==> config.mk <==
export PLATFORM = sky130hd
export DESIGN_NAME = instr_fetch_unit
export DESIGN_NICKNAME = d
export VERILOG_FILES = /design/src/rtl/instr_fetch_unit.sv
export SDC_FILE = /design/constraint.sdc
export NUM_CORES = 1
export LEC_CHECK = 0
export ABC_CLOCK_PERIOD_IN_PS = 3300
export CORE_ASPECT_RATIO = 0.7
export CORE_MARGIN = 4
export CORE_UTILIZATION = 42
export DETAILED_ROUTE_END_ITERATION = 8
export PLACE_DENSITY_LB_ADDON = 0.15
export SLEW_MARGIN = 5
export SYNTH_ARGS = -nofsm -noshare
export SYNTH_HDL_FRONTEND = slang
export SYNTH_SLANG_ARGS = --single-unit
==> constraint.sdc <==
create_clock -name clk -period 3.3 [get_ports clk]
set_input_delay 0.495 -clock clk [delete_from_list [all_inputs] [get_ports clk]]
set_output_delay 0.495 -clock clk [all_outputs]
set_load 0.1 [all_outputs]
==> src/rtl/instr_fetch_unit.sv <==
// -----------------------------------------------------------------------------
// instr_fetch_unit
//
// Fetch engine between the program counter and instruction memory. A fetch
// address is accepted, a single request/grant/response transaction is run
// against instruction memory, and the returned word is presented to decode
// with its PC over a valid/ready handshake. Jump/branch redirects squash any
// in-flight fetch; stale memory responses are drained and discarded.
//
// Ports:
//   clk, reset       - clock, synchronous active-low reset
//   pc_in, pc_valid  - fetch target from the PC and its qualifier
//   redirect         - taken jump/branch, qualifies pc_valid
//   fetch_stall      - PC must hold (high whenever not idle)
//   mem_req/mem_addr - read request to instruction memory
//   mem_gnt          - memory accepted the request
//   mem_rvalid/rdata - read response
//   instr_out/pc     - instruction and its PC to decode
//   instr_valid      - decode-side valid, instr_ready - decode accepts
//   fetch_fault      - one-cycle pulse on response timeout
//
// Build option: define IFETCH_TIMEOUT_EN to enable the response timeout
// (TIMEOUT_CYCLES). Without it WAIT/DRAIN wait indefinitely and
// fetch_fault is tied low.
// -----------------------------------------------------------------------------
module instr_fetch_unit #(
    parameter int unsigned ADDR_W         = 72,
    parameter int unsigned INSTR_W        = 60,
    parameter int unsigned TIMEOUT_CYCLES = 255
) (
    input  logic               clk,
    input  logic               reset,
    input  logic [ADDR_W-1:0]  pc_in,
    input  logic               pc_valid,
    input  logic               redirect,
    output logic               fetch_stall,
    output logic               mem_req,
    output logic [ADDR_W-1:0]  mem_addr,
    input  logic               mem_gnt,
    input  logic               mem_rvalid,
    input  logic [INSTR_W-1:0] mem_rdata,
    output logic [INSTR_W-1:0] instr_out,
    output logic [ADDR_W-1:0]  instr_pc,
    output logic               instr_valid,
    input  logic               instr_ready,
    output logic               fetch_fault
);

    typedef enum logic [2:0] {
        IDLE,
        REQ,
        WAIT,
        DRAIN,
        OUT
    } state_t;

    state_t               state_q, state_d;
    logic [ADDR_W-1:0]    cur_pc_q;
    logic [ADDR_W-1:0]    next_pc_q;
    logic [INSTR_W-1:0]   instr_buf_q;
    logic [ADDR_W-1:0]    out_pc_q;
    logic                 fault_q;
    logic                 redir;
    logic                 timeout;

    assign redir = redirect & pc_valid;

`ifdef IFETCH_TIMEOUT_EN
    localparam int unsigned CNT_W = $clog2(TIMEOUT_CYCLES + 1);
    logic [CNT_W-1:0] cnt_q;

    // Fires on the last cycle before the count would reach TIMEOUT_CYCLES,
    // so the registered fault pulse lands exactly TIMEOUT_CYCLES after entry.
    assign timeout = (state_q == WAIT || state_q == DRAIN) && !mem_rvalid &&
                     (cnt_q == CNT_W'(TIMEOUT_CYCLES - 1));

    always_ff @(posedge clk) begin
        if (!reset) begin
            cnt_q <= '0;
        end else if (state_d != state_q) begin
            cnt_q <= '0;
        end else if ((state_q == WAIT || state_q == DRAIN) && !mem_rvalid) begin
            cnt_q <= cnt_q + 1'b1;
        end
    end
`else
    assign timeout = 1'b0;
`endif

    // State register
    always_ff @(posedge clk) begin
        if (!reset) begin
            state_q <= IDLE;
        end else begin
            state_q <= state_d;
        end
    end

    // Next-state logic
    always_comb begin
        state_d = state_q;
        case (state_q)
            IDLE:  if (pc_valid) state_d = REQ;
            REQ:   if (mem_gnt) state_d = redir ? DRAIN : WAIT;
            WAIT: begin
                if (mem_rvalid)   state_d = redir ? REQ : OUT;
                else if (timeout) state_d = IDLE;
                else if (redir)   state_d = DRAIN;
            end
            DRAIN: if (mem_rvalid || timeout) state_d = REQ;
            OUT: begin
                // A redirect wins over a same-cycle handshake: squash.
                if (redir)            state_d = REQ;
                else if (instr_ready) state_d = pc_valid ? REQ : IDLE;
            end
            default: state_d = IDLE;
        endcase
    end

    // Datapath registers
    always_ff @(posedge clk) begin
        if (!reset) begin
            cur_pc_q    <= '0;
            next_pc_q   <= '0;
            instr_buf_q <= '0;
            out_pc_q    <= '0;
            fault_q     <= 1'b0;
        end else begin
            fault_q <= 1'b0;
            case (state_q)
                IDLE: if (pc_valid) cur_pc_q <= pc_in;
                REQ: begin
                    if (redir) begin
                        if (mem_gnt) next_pc_q <= pc_in;
                        else         cur_pc_q  <= pc_in;
                    end
                end
                WAIT: begin
                    if (mem_rvalid) begin
                        if (redir) begin
                            cur_pc_q <= pc_in;
                        end else begin
                            instr_buf_q <= mem_rdata;
                            out_pc_q    <= cur_pc_q;
                        end
                    end else if (timeout) begin
                        fault_q <= 1'b1;
                    end else if (redir) begin
                        next_pc_q <= pc_in;
                    end
                end
                DRAIN: begin
                    if (mem_rvalid || timeout) begin
                        cur_pc_q <= redir ? pc_in : next_pc_q;
                        fault_q  <= timeout;
                    end else if (redir) begin
                        next_pc_q <= pc_in;
                    end
                end
                OUT: if (redir || (instr_ready && pc_valid)) cur_pc_q <= pc_in;
                default: ;
            endcase
        end
    end

    // Outputs decode registers only
    always_comb begin
        fetch_stall = (state_q != IDLE);
        mem_req     = (state_q == REQ);
        instr_valid = (state_q == OUT);
        mem_addr    = cur_pc_q;
        instr_out   = instr_buf_q;
        instr_pc    = out_pc_q;
        fetch_fault = fault_q;
    end

endmodule

Yosys cells after proc, flatten, opt, wreduce, memory -nomap -nowiden

Index checks and enable logic that the tools add are counted.
W data, S select, Z words.

Equal/unequal tests: 15
Multiplexer cells: 24
Bitwise gates (word level): 2
Reduce and logical (&&, ||, !) cells: 11

Operators with widths:

| kind                 | count |
|---|---|
| $mux W72             | 11 |
| $pmux W72 S5         | 1 |
| $pmux W72 S2         | 1 |
| $mux W3              | 8 |
| $pmux W3 S5          | 1 |
| $ne A2 B2 Y1 const B | 6 |
| $reduce_and A8 Y1    | 1 |
| $eq A3 B2 Y1 const B | 2 |
| $ne A2 B1 Y1 const B | 3 |
| $reduce_and A5 Y1    | 1 |
| $reduce_bool A5 Y1   | 1 |
| $reduce_and A4 Y1    | 1 |
| $eq A3 B1 Y1 const B | 1 |
| $eq A3 B3 Y1 const B | 1 |
| $logic_not A3 Y1     | 1 |
| $ne A3 B1 Y1 const B | 1 |
| $ne A3 B3 Y1 const B | 1 |
| $reduce_and A3 Y1    | 1 |
| $reduce_bool A3 Y1   | 1 |
| $mux W1              | 2 |
| $reduce_bool A2 Y1   | 1 |
| $reduce_or A2 Y1     | 1 |
| $and A1 B1 Y1        | 1 |
| $logic_and A1 B1 Y1  | 1 |
| other kinds (2)      | 2 |

Register bits after elaboration: 279
Output and inout port bits: 208
Logic and storage cells: 57

Longest topological paths before layout

Gate-level depths: netlist (run 1).

Word-level depth: 4
Depth in mapped cells: 7
Gate-level depth less buffers: 4

Worst setup path before layout (run 1)

No wires, ideal clock.

Path type: register -> output
Start: reg state_q[2]
End: out instr_valid
Arrival time: 2,785 ps
Setup slack: 20 ps
Stages on the path, launching flop included: 4
Buffers on the path: 1
Path through: dfxtp_1 buf_2 inv_1 nor3_1

Cells in the longest elaborated chain, start to end: 1

Ends and longest elaborated chain:

| item                     | line | RTL |
|---|---|---|
| start: declaration       | 57   | `state_t state_q, state_d;` |
| start signal: assignment | 95   | `state_q <= state_d;` |
| $eq A3 B3 Y1             | 170  | `instr_valid = (state_q == OUT);` |
| end: declaration         | 44   | `output logic instr_valid,` |

Every way passes these cells.

Worst setup path after layout (run 1)

Start: reg cur_pc_q[47] (netlist: mem_addr[47])
End: out mem_addr[47]

RTL lines:

| item                     | line | RTL |
|---|---|---|
| start: declaration       | 58   | `logic [ADDR_W-1:0] cur_pc_q;` |
| start signal: assignment | 131  | `IDLE: if (pc_valid) cur_pc_q <= pc_in;` |
| start signal: assignment | 135  | `else cur_pc_q <= pc_in;` |
| start signal: assignment | 141  | `cur_pc_q <= pc_in;` |
| end: declaration         | 38   | `output logic [ADDR_W-1:0] mem_addr,` |

No word-level cell between the ends.

==> flow_results.xml, run 1 <==
<?xml version="1.0" encoding="UTF-8"?>
<metrics>
  <group name="detailed_routing">
    <metric name="dr.pass1.iters" unit="">5</metric>
    <metric name="drt_iter0_drc" unit="">469</metric>
    <metric name="drc_errors" unit="">0</metric>
    <metric name="antenna_violating_nets_post_route" unit="">0</metric>
    <metric name="wl_per_cell" unit="µm">15.9</metric>
    <metric name="detailroute.via_count" unit="">10300</metric>
    <metric name="drt-total-wl" unit="µm">32900</metric>
    <metric name="routed_via_density" unit="">5.01</metric>
  </group>
  <group name="grt">
    <metric name="grt_first_pass_wirelength" unit="µm">52000</metric>
    <metric name="via_count_of_the_first_global_routing_pass" unit="">9239</metric>
    <metric name="gr_layer_usage_met1" unit="%">29.6</metric>
    <metric name="grt_use_met3" unit="%">4.72</metric>
    <metric name="grt-ovfl-total" unit="">0</metric>
    <metric name="maximum_number_of_pins_on_one_net_before_global_route_repair" unit="">146</metric>
    <metric name="antenna_found_initial" unit="">2</metric>
    <metric name="track_usage" unit="%">20.9</metric>
    <metric name="grt_most_used_layer" unit="">met2</metric>
    <metric name="globalRouteMet2Util" unit="%">32.5</metric>
  </group>
  <group name="power_and_ir_drop">
    <metric name="total_power" unit="W">0.00862</metric>
    <metric name="power_report.internal_total" unit="W">0.00596</metric>
    <metric name="power_frac_comb" unit="%">20.2</metric>
    <metric name="power.leakage" unit="nW">5.93</metric>
    <metric name="power.net_switching" unit="W">0.00266</metric>
    <metric name="irDropWorstVdd" unit="V">0.000389</metric>
    <metric name="proportion_of_power_drawn_by_the_clock_network" unit="%">37.9</metric>
    <metric name="power_switching_share" unit="%">30.8</metric>
    <metric name="seq_power_share" unit="%">41.9</metric>
    <metric name="p_per_area" unit="mW/mm²">546</metric>
  </group>
  <group name="worst_setup_path">
    <metric name="worst-r2r-cell-count" unit="">5</metric>
    <metric name="slowest_stage" unit="">sky130_fd_sc_hd__clkdlybuf4s50_1</metric>
    <metric name="r2r_setup_slack" unit="ns">1.00</metric>
    <metric name="timing.critical_path.required" unit="ns">2.80</metric>
    <metric name="path_max_fanout" unit="">3</metric>
    <metric name="worst-path-stages" unit="">1</metric>
    <metric name="crit_type" unit="">flop to primary output</metric>
    <metric name="max_stage_delay" unit="ns">1.17</metric>
    <metric name="crit_chain" unit="">clkdlybuf4s50_1</metric>
    <metric name="crit_path_buf_inv_count" unit="">1</metric>
    <metric name="arrival" unit="ns">2.09</metric>
    <metric name="critical_path.endpoint_type" unit="">primary output</metric>
    <metric name="crit_family" unit="">buffers and inverters</metric>
    <metric name="cp-start-kind" unit="">flop</metric>
  </group>
  <group name="sta">
    <metric name="finalSetupViolCount" unit="">0</metric>
    <metric name="max_clock_freq" unit="GHz">0.387</metric>
    <metric name="timing.slew.headroom" unit="%">30.7</metric>
    <metric name="worst_pin_slew" unit="ns">1.04</metric>
    <metric name="final_min_period_over_clock_period" unit="%">78.4</metric>
    <metric name="hold_viol" unit="">0</metric>
    <metric name="timing.clock.skew" unit="ns">0.0149</metric>
    <metric name="period_needed" unit="ns">2.59</metric>
    <metric name="setup_tns" unit="ns">0</metric>
    <metric name="report.final.slew_viol_count" unit="">0</metric>
    <metric name="grt_setup_unrepaired" unit="">false</metric>
  </group>
  <group name="yosys">
    <metric name="synth_nets" unit="">1552</metric>
    <metric name="synth-edff-count" unit="">0</metric>
    <metric name="yosys_register_bits" unit="">279</metric>
    <metric name="synthesis.area" unit="mm²">0.0113</metric>
    <metric name="synth_warn" unit="">0</metric>
    <metric name="yosysUniqueCellTypes" unit="">36</metric>
    <metric name="synth_ff_type" unit="">sky130_fd_sc_hd__dfxtp_1</metric>
    <metric name="postSynth.asyncResetShare" unit="%">0</metric>
    <metric name="synth-seq-area-share" unit="%">49.3</metric>
    <metric name="synthCells" unit="">1413</metric>
    <metric name="avgSynthCellArea" unit="µm²">8.02</metric>
  </group>
  <group name="clock_tree">
    <metric name="cts-hold-fix-buffers" unit="">0</metric>
    <metric name="clk-insertion-delay-late" unit="ns">0.54</metric>
    <metric name="cts-root-to-sink-buffers" unit="">3</metric>
    <metric name="post-cts-setup-buffers" unit="">0</metric>
    <metric name="ctsRootBufferMaster" unit="">sky130_fd_sc_hd__clkbuf_16</metric>
    <metric name="cts_sinks" unit="">279</metric>
    <metric name="ctsResizeCount" unit="">0</metric>
    <metric name="path_clk_slew" unit="ns">0.06</metric>
    <metric name="cts_max_level" unit="">1</metric>
    <metric name="cts_tree" unit="">yes</metric>
    <metric name="cts_made_buffers" unit="">29</metric>
  </group>
  <group name="run_status">
    <metric name="run_status" unit="">finished clean</metric>
  </group>
  <group name="place">
    <metric name="placement.io_buffers" unit="">345</metric>
    <metric name="gp_congestion" unit="">0.773</metric>
    <metric name="dp_hpwl" unit="µm">21700</metric>
  </group>
  <group name="worst_hold_path">
    <metric name="min_path_cells" unit="">2</metric>
    <metric name="hold_path_class" unit="">flop to flop</metric>
  </group>
  <group name="floorplanning">
    <metric name="floorplan.die_area" unit="mm²">0.0297</metric>
    <metric name="floorplan.core_area" unit="mm²">0.0267</metric>
    <metric name="ios" unit="">347</metric>
    <metric name="die_width" unit="µm">204</metric>
    <metric name="dieHeight" unit="µm">145</metric>
    <metric name="core.rowCount" unit="">50</metric>
    <metric name="initial_core_util" unit="%">42.5</metric>
  </group>
  <group name="final_layout">
    <metric name="layout.filler_cells" unit="">2470</metric>
    <metric name="post_route_cells_drive_above_1_share" unit="%">5.70</metric>
    <metric name="flow.area_growth_from_synthesis" unit="%">39.2</metric>
    <metric name="num-nets-final" unit="">1820</metric>
  </group>
  <group name="run">
    <metric name="drv_cap" unit="">0</metric>
  </group>
</metrics>
==> per-stage QoR <==
stage               cells  instance area (µm²)  util, %  worst slack, ns  hold WS, ns
CTS                  2066                15800     59.2            0.658        0.450
detailed placement   2014                14800     55.6            0.656        0.442
global route         2067                15800     59.2            0.648        0.460
finish               2067                15800     59.2            0.714        0.448
global placement     2014                14800     55.6            0.714        0.436
floorplan            1413                11300        -           0.0199        0.432
==> placed cells by master, fill, tap and decap left out, drive strengths merged, types with 2 or more instances in the layout <==
master / n
clkbuf: 47
nor4: 2
clkdlybuf4s50: 315
buf: 47
clkinv: 3
nand2: 482
nand3b: 2
and3: 73
a211oi: 2
dfxtp: 279
a21oi: 207
bufinv: 2
and2: 2
o21ai: 75
mux2i: 72
a21boi: 72
nor2: 4
inv: 3
==> logic make-up after synthesis <==
| kind of cell | synth area share [%] |
|---|---|
| muxes | 6.36 |
| and+or+nand+nor | 21.1 |
| DFF | 49.3 |
| other | 0.0331 |
| buffers and inverters | 5.43 |
| AOI/OAI and AO/OA | 17.8 |
==> power groups by stage <==
| stage | combinational (W) | clock, W | sequential (W) |
|---|---|---|---|
| after CTS | 0.00175 | 0.00336 | 0.00361 |
| after detailed placement | 0.00175 | 0 | 0.00368 |
| after global routing | 0.00182 | 0.00351 | 0.00363 |
| after floorplan | 0.000482 | 0 | 0.00444 |
| final | 0.00174 | 0.00327 | 0.00361 |
| after global placement | 0.00174 | 0 | 0.00368 |
==> tightest hold or removal path: stages, from the launching register on <==
cell and delay (ns):
sky130_fd_sc_hd__dfxtp_1 0.30, sky130_fd_sc_hd__nand2_1 0.05, sky130_fd_sc_hd__a21oi_1 0.05
==> flip-flops by register name (all words and copies together) (netlist names) <==
signal,count
next_pc_q,72
instr_out,60
state_q,3
mem_addr,72
instr_pc,72
==> metal layers <==
metal  up-vias  wire length (µm)
met4         2               751
met1      4822             15200
li1       5238                 -
met5         -                12
met3        48              1840
met2       238             15100
==> final cells by class <==
class / instances / area [µm²] / share of cell area [%]
antenna: 1 / 2.50 / 0.0159
clock buffer: 47 / 873 / 5.53
clock inverter: 5 / 78.8 / 0.499
inverter: 3 / 16.3 / 0.103
multi-input combinational: 1006 / 5160 / 32.7
sequential: 279 / 5590 / 35.4
tap: 364 / 455 / 2.89
timing repair buffer: 362 / 3610 / 22.8
==> path summary, 6_finish.rpt <==
path                                end                        from
min          next_pc_q[37]$_SDFFE_PN0P_  next_pc_q[37]$_SDFFE_PN0P_
min reg2reg  next_pc_q[37]$_SDFFE_PN0P_  next_pc_q[37]$_SDFFE_PN0P_
max reg2reg   mem_addr[14]$_SDFFE_PN0P_     state_q[0]$_SDFFE_PN0P_
max                        mem_addr[47]   mem_addr[47]$_SDFFE_PN0P_
==> Yosys cell counts (2+ instances only) <==
library cell               instances  area, µm²
sky130_fd_sc_hd__nand2_1         482       1810
sky130_fd_sc_hd__dfxtp_1         279       5590
sky130_fd_sc_hd__a21oi_1         207       1040
sky130_fd_sc_hd__clkbuf_1         80        300
sky130_fd_sc_hd__and3_1           73        457
sky130_fd_sc_hd__mux2i_1          72        721
sky130_fd_sc_hd__a21boi_0         68        510
sky130_fd_sc_hd__o21ai_0          61        305
sky130_fd_sc_hd__buf_2            27        135
sky130_fd_sc_hd__o21ai_1          14       70.1
sky130_fd_sc_hd__buf_4             9       67.6
sky130_fd_sc_hd__buf_6             9        101
sky130_fd_sc_hd__a21boi_1          4       30.0
sky130_fd_sc_hd__nor2_1            4       15.0
sky130_fd_sc_hd__and2_1            2       12.5
sky130_fd_sc_hd__inv_1             2       7.51
Power figures use the tool's default switching activity.
==> run 2: changes to the inputs <==
--- a/config.mk
+++ b/config.mk
@@ -5,7 +5,7 @@
 export SDC_FILE = /design/constraint.sdc
 export NUM_CORES = 1
 export LEC_CHECK = 0
-export ABC_CLOCK_PERIOD_IN_PS = 3300
+export ABC_CLOCK_PERIOD_IN_PS = 2200
 export CORE_ASPECT_RATIO = 0.7
 export CORE_MARGIN = 4
 export CORE_UTILIZATION = 42
==> constraint.sdc (replaced) <==
create_clock -name clk -period 2.2 [get_ports clk]
set_input_delay 0.33 -clock clk [delete_from_list [all_inputs] [get_ports clk]]
set_output_delay 0.33 -clock clk [all_outputs]
set_load 0.1 [all_outputs]
==> run 2 against run 1 <==
Count of clock-buffer cells in the layout fell by 12. Routed wire length increased by 1.7%. Sequential share of layout area decreased by 0.095 points. Critical path depth increased by 2. Worst hold slack worse by 0.27 ns. Clock power grew 71%. Non-clock buffer count rose by 20. Highest routed layer unchanged.
==> flow_results.xml, run 2 (synthesized netlist as in run 1, its figures left out) <==
<?xml version="1.0" encoding="UTF-8"?>
<metrics>
  <group name="run_status">
    <metric name="run_status" unit="">finished clean</metric>
  </group>
  <group name="worst_setup_path">
    <metric name="path_max_fanout" unit="">9</metric>
    <metric name="worst-r2r-cell-count" unit="">4</metric>
    <metric name="r2r_setup_slack" unit="ns">0.22</metric>
    <metric name="critical_path.endpoint_type" unit="">primary output</metric>
    <metric name="regToRegEndpoint" unit="">mem_addr[66]$_SDFFE_PN0P_</metric>
    <metric name="arrival" unit="ns">1.71</metric>
    <metric name="crit_type" unit="">flop to primary output</metric>
    <metric name="timing.critical_path.required" unit="ns">1.87</metric>
    <metric name="timing.critical_path.from" unit="">state_q[2]$_SDFFE_PN0P_</metric>
    <metric name="setup_crit_end" unit="">instr_valid</metric>
    <metric name="cp-start-kind" unit="">flop</metric>
    <metric name="r2r_start" unit="">state_q[0]$_SDFFE_PN0P_</metric>
  </group>
  <group name="clock_tree">
    <metric name="cts-hold-fix-buffers" unit="">0</metric>
    <metric name="cts_tree" unit="">yes</metric>
    <metric name="path_clk_slew" unit="ns">0.06</metric>
    <metric name="ctsResizeCount" unit="">0</metric>
    <metric name="cts_sinks" unit="">279</metric>
    <metric name="post-cts-setup-buffers" unit="">0</metric>
    <metric name="ctsRootBufferMaster" unit="">sky130_fd_sc_hd__clkbuf_16</metric>
    <metric name="cts-root-to-sink-buffers" unit="">3</metric>
    <metric name="cts_made_buffers" unit="">29</metric>
    <metric name="clk-insertion-delay-late" unit="ns">0.56</metric>
    <metric name="cts_max_level" unit="">1</metric>
  </group>
  <group name="run">
    <metric name="drv_cap" unit="">0</metric>
  </group>
  <group name="detailed_routing">
    <metric name="dr.pass1.iters" unit="">5</metric>
    <metric name="routed_via_density" unit="">4.99</metric>
    <metric name="antenna_violating_nets_post_route" unit="">0</metric>
    <metric name="drt_iter0_drc" unit="">486</metric>
    <metric name="wl_per_cell" unit="µm">16.0</metric>
    <metric name="detailroute.via_count" unit="">10400</metric>
    <metric name="drt-total-wl" unit="µm">33500</metric>
    <metric name="drc_errors" unit="">0</metric>
  </group>
  <group name="final_layout">
    <metric name="post_layout_utilization_of_the_core" unit="%">59.4</metric>
    <metric name="num-nets-final" unit="">1840</metric>
    <metric name="layout_commonest_cell" unit="">sky130_fd_sc_hd__nand2_1</metric>
    <metric name="fin_cells" unit="">2086</metric>
    <metric name="post_route_cells_drive_above_1_share" unit="%">17.7</metric>
    <metric name="layout.cell_area.non_filler" unit="mm²">0.0158</metric>
    <metric name="most-common-layout-cells" unit="">sky130_fd_sc_hd__nand2_1, sky130_fd_sc_hd__dfxtp_1, sky130_fd_sc_hd__buf_4</metric>
    <metric name="flow.area_growth_from_synthesis" unit="%">39.6</metric>
    <metric name="n_diodes" unit="">0</metric>
  </group>
  <group name="place">
    <metric name="gp_congestion" unit="">0.780</metric>
    <metric name="placement.io_buffers" unit="">345</metric>
    <metric name="placedInstanceArea" unit="mm²">0.0147</metric>
    <metric name="post-place-ws" unit="ns">0.0462</metric>
    <metric name="placed_cells" unit="">2034</metric>
    <metric name="dp_hpwl" unit="µm">22600</metric>
  </group>
  <group name="sta">
    <metric name="report.final.slew_viol_count" unit="">0</metric>
    <metric name="finalSetupViolCount" unit="">0</metric>
    <metric name="timing.slew.headroom" unit="%">59.9</metric>
    <metric name="worst_pin_slew" unit="ns">0.594</metric>
    <metric name="final_critical_path_setup_slack" unit="ns">0.160</metric>
    <metric name="period_needed" unit="ns">2.04</metric>
    <metric name="max_clock_freq" unit="GHz">0.490</metric>
    <metric name="hold_viol" unit="">0</metric>
    <metric name="final_min_period_over_clock_period" unit="%">92.7</metric>
    <metric name="grt_setup_unrepaired" unit="">false</metric>
    <metric name="setup_tns" unit="ns">0</metric>
    <metric name="timing.clock.skew" unit="ns">0.0228</metric>
  </group>
  <group name="grt">
    <metric name="maximum_number_of_pins_on_one_net_before_global_route_repair" unit="">99</metric>
    <metric name="grt_first_pass_wirelength" unit="µm">53300</metric>
    <metric name="grt-ovfl-total" unit="">0</metric>
    <metric name="track_usage" unit="%">21.3</metric>
    <metric name="via_count_of_the_first_global_routing_pass" unit="">9845</metric>
    <metric name="antenna_found_initial" unit="">1</metric>
  </group>
  <group name="floorplanning">
    <metric name="floorplan.core_area" unit="mm²">0.0267</metric>
    <metric name="initial_core_util" unit="%">42.5</metric>
    <metric name="dieHeight" unit="µm">145</metric>
    <metric name="ios" unit="">347</metric>
    <metric name="floorplan.die_area" unit="mm²">0.0297</metric>
    <metric name="core.rowCount" unit="">50</metric>
    <metric name="die_width" unit="µm">204</metric>
  </group>
  <group name="power_and_ir_drop">
    <metric name="p_per_area" unit="mW/mm²">862</metric>
    <metric name="power.leakage" unit="nW">6.51</metric>
    <metric name="irDropWorstVdd" unit="V">0.000711</metric>
  </group>
  <group name="worst_hold_path">
    <metric name="hold_path_class" unit="">input pin to flop</metric>
  </group>
</metrics>
run 2: worst min-delay path by stage:
stage	slack, ns	cells after the start	endpoint	startpoint
floorplan	0.43	2	next_pc_q[0]$_SDFFE_PN0P_	next_pc_q[0]$_SDFFE_PN0P_
global placement	0.44	2	next_pc_q[8]$_SDFFE_PN0P_	next_pc_q[8]$_SDFFE_PN0P_
detailed placement	0.44	2	next_pc_q[32]$_SDFFE_PN0P_	next_pc_q[32]$_SDFFE_PN0P_
CTS	0.15	3	mem_addr[24]$_SDFFE_PN0P_	reset
global route	0.17	3	mem_addr[18]$_SDFFE_PN0P_	reset
finish	0.17	3	mem_addr[24]$_SDFFE_PN0P_	reset
run 2: where the power goes:
part | internal (W) | switching, W
combinational | 0.000759 | 0.00186
clock | 0.00351 | 0.00209
sequential | 0.00525 | 0.000169
run 2: critical path: stages, from the launching register on:
cell	delay, ns
sky130_fd_sc_hd__dfxtp_1	0.52
sky130_fd_sc_hd__inv_1	0.17
sky130_fd_sc_hd__nor3_4	0.27
sky130_fd_sc_hd__buf_12	0.21
run 2: final cells by class:
cell class / count / area, µm²
clock buffers: 35 / 798
clock inverters: 17 / 295
fillers: 2469 / 10800
inverters: 3 / 16.3
multi-input cells: 1006 / 5180
flip-flops and latches: 279 / 5590
well taps: 364 / 455
repair buffers: 382 / 3500
run 2: per-layer routing:
| metal | share of wire, % | global-route usage (%) | vias to the layer above |
|---|---|---|---|
| met5 | 0.024 | 0 | - |
| met1 | 45 | 29.1 | 4882 |
| li1 | - | - | 5272 |
| met4 | 2.4 | 5.22 | 2 |
| met2 | 47 | 34.7 | 207 |
| met3 | 5.1 | 4.28 | 51 |
run 2: through the flow:
step                      hold WS (ns)  power (W)
after floorplan                  0.432    0.00738
after global placement           0.437    0.00814
after detailed placement         0.442    0.00816
after CTS                        0.151     0.0138
after global routing             0.174     0.0141
final                            0.174     0.0136
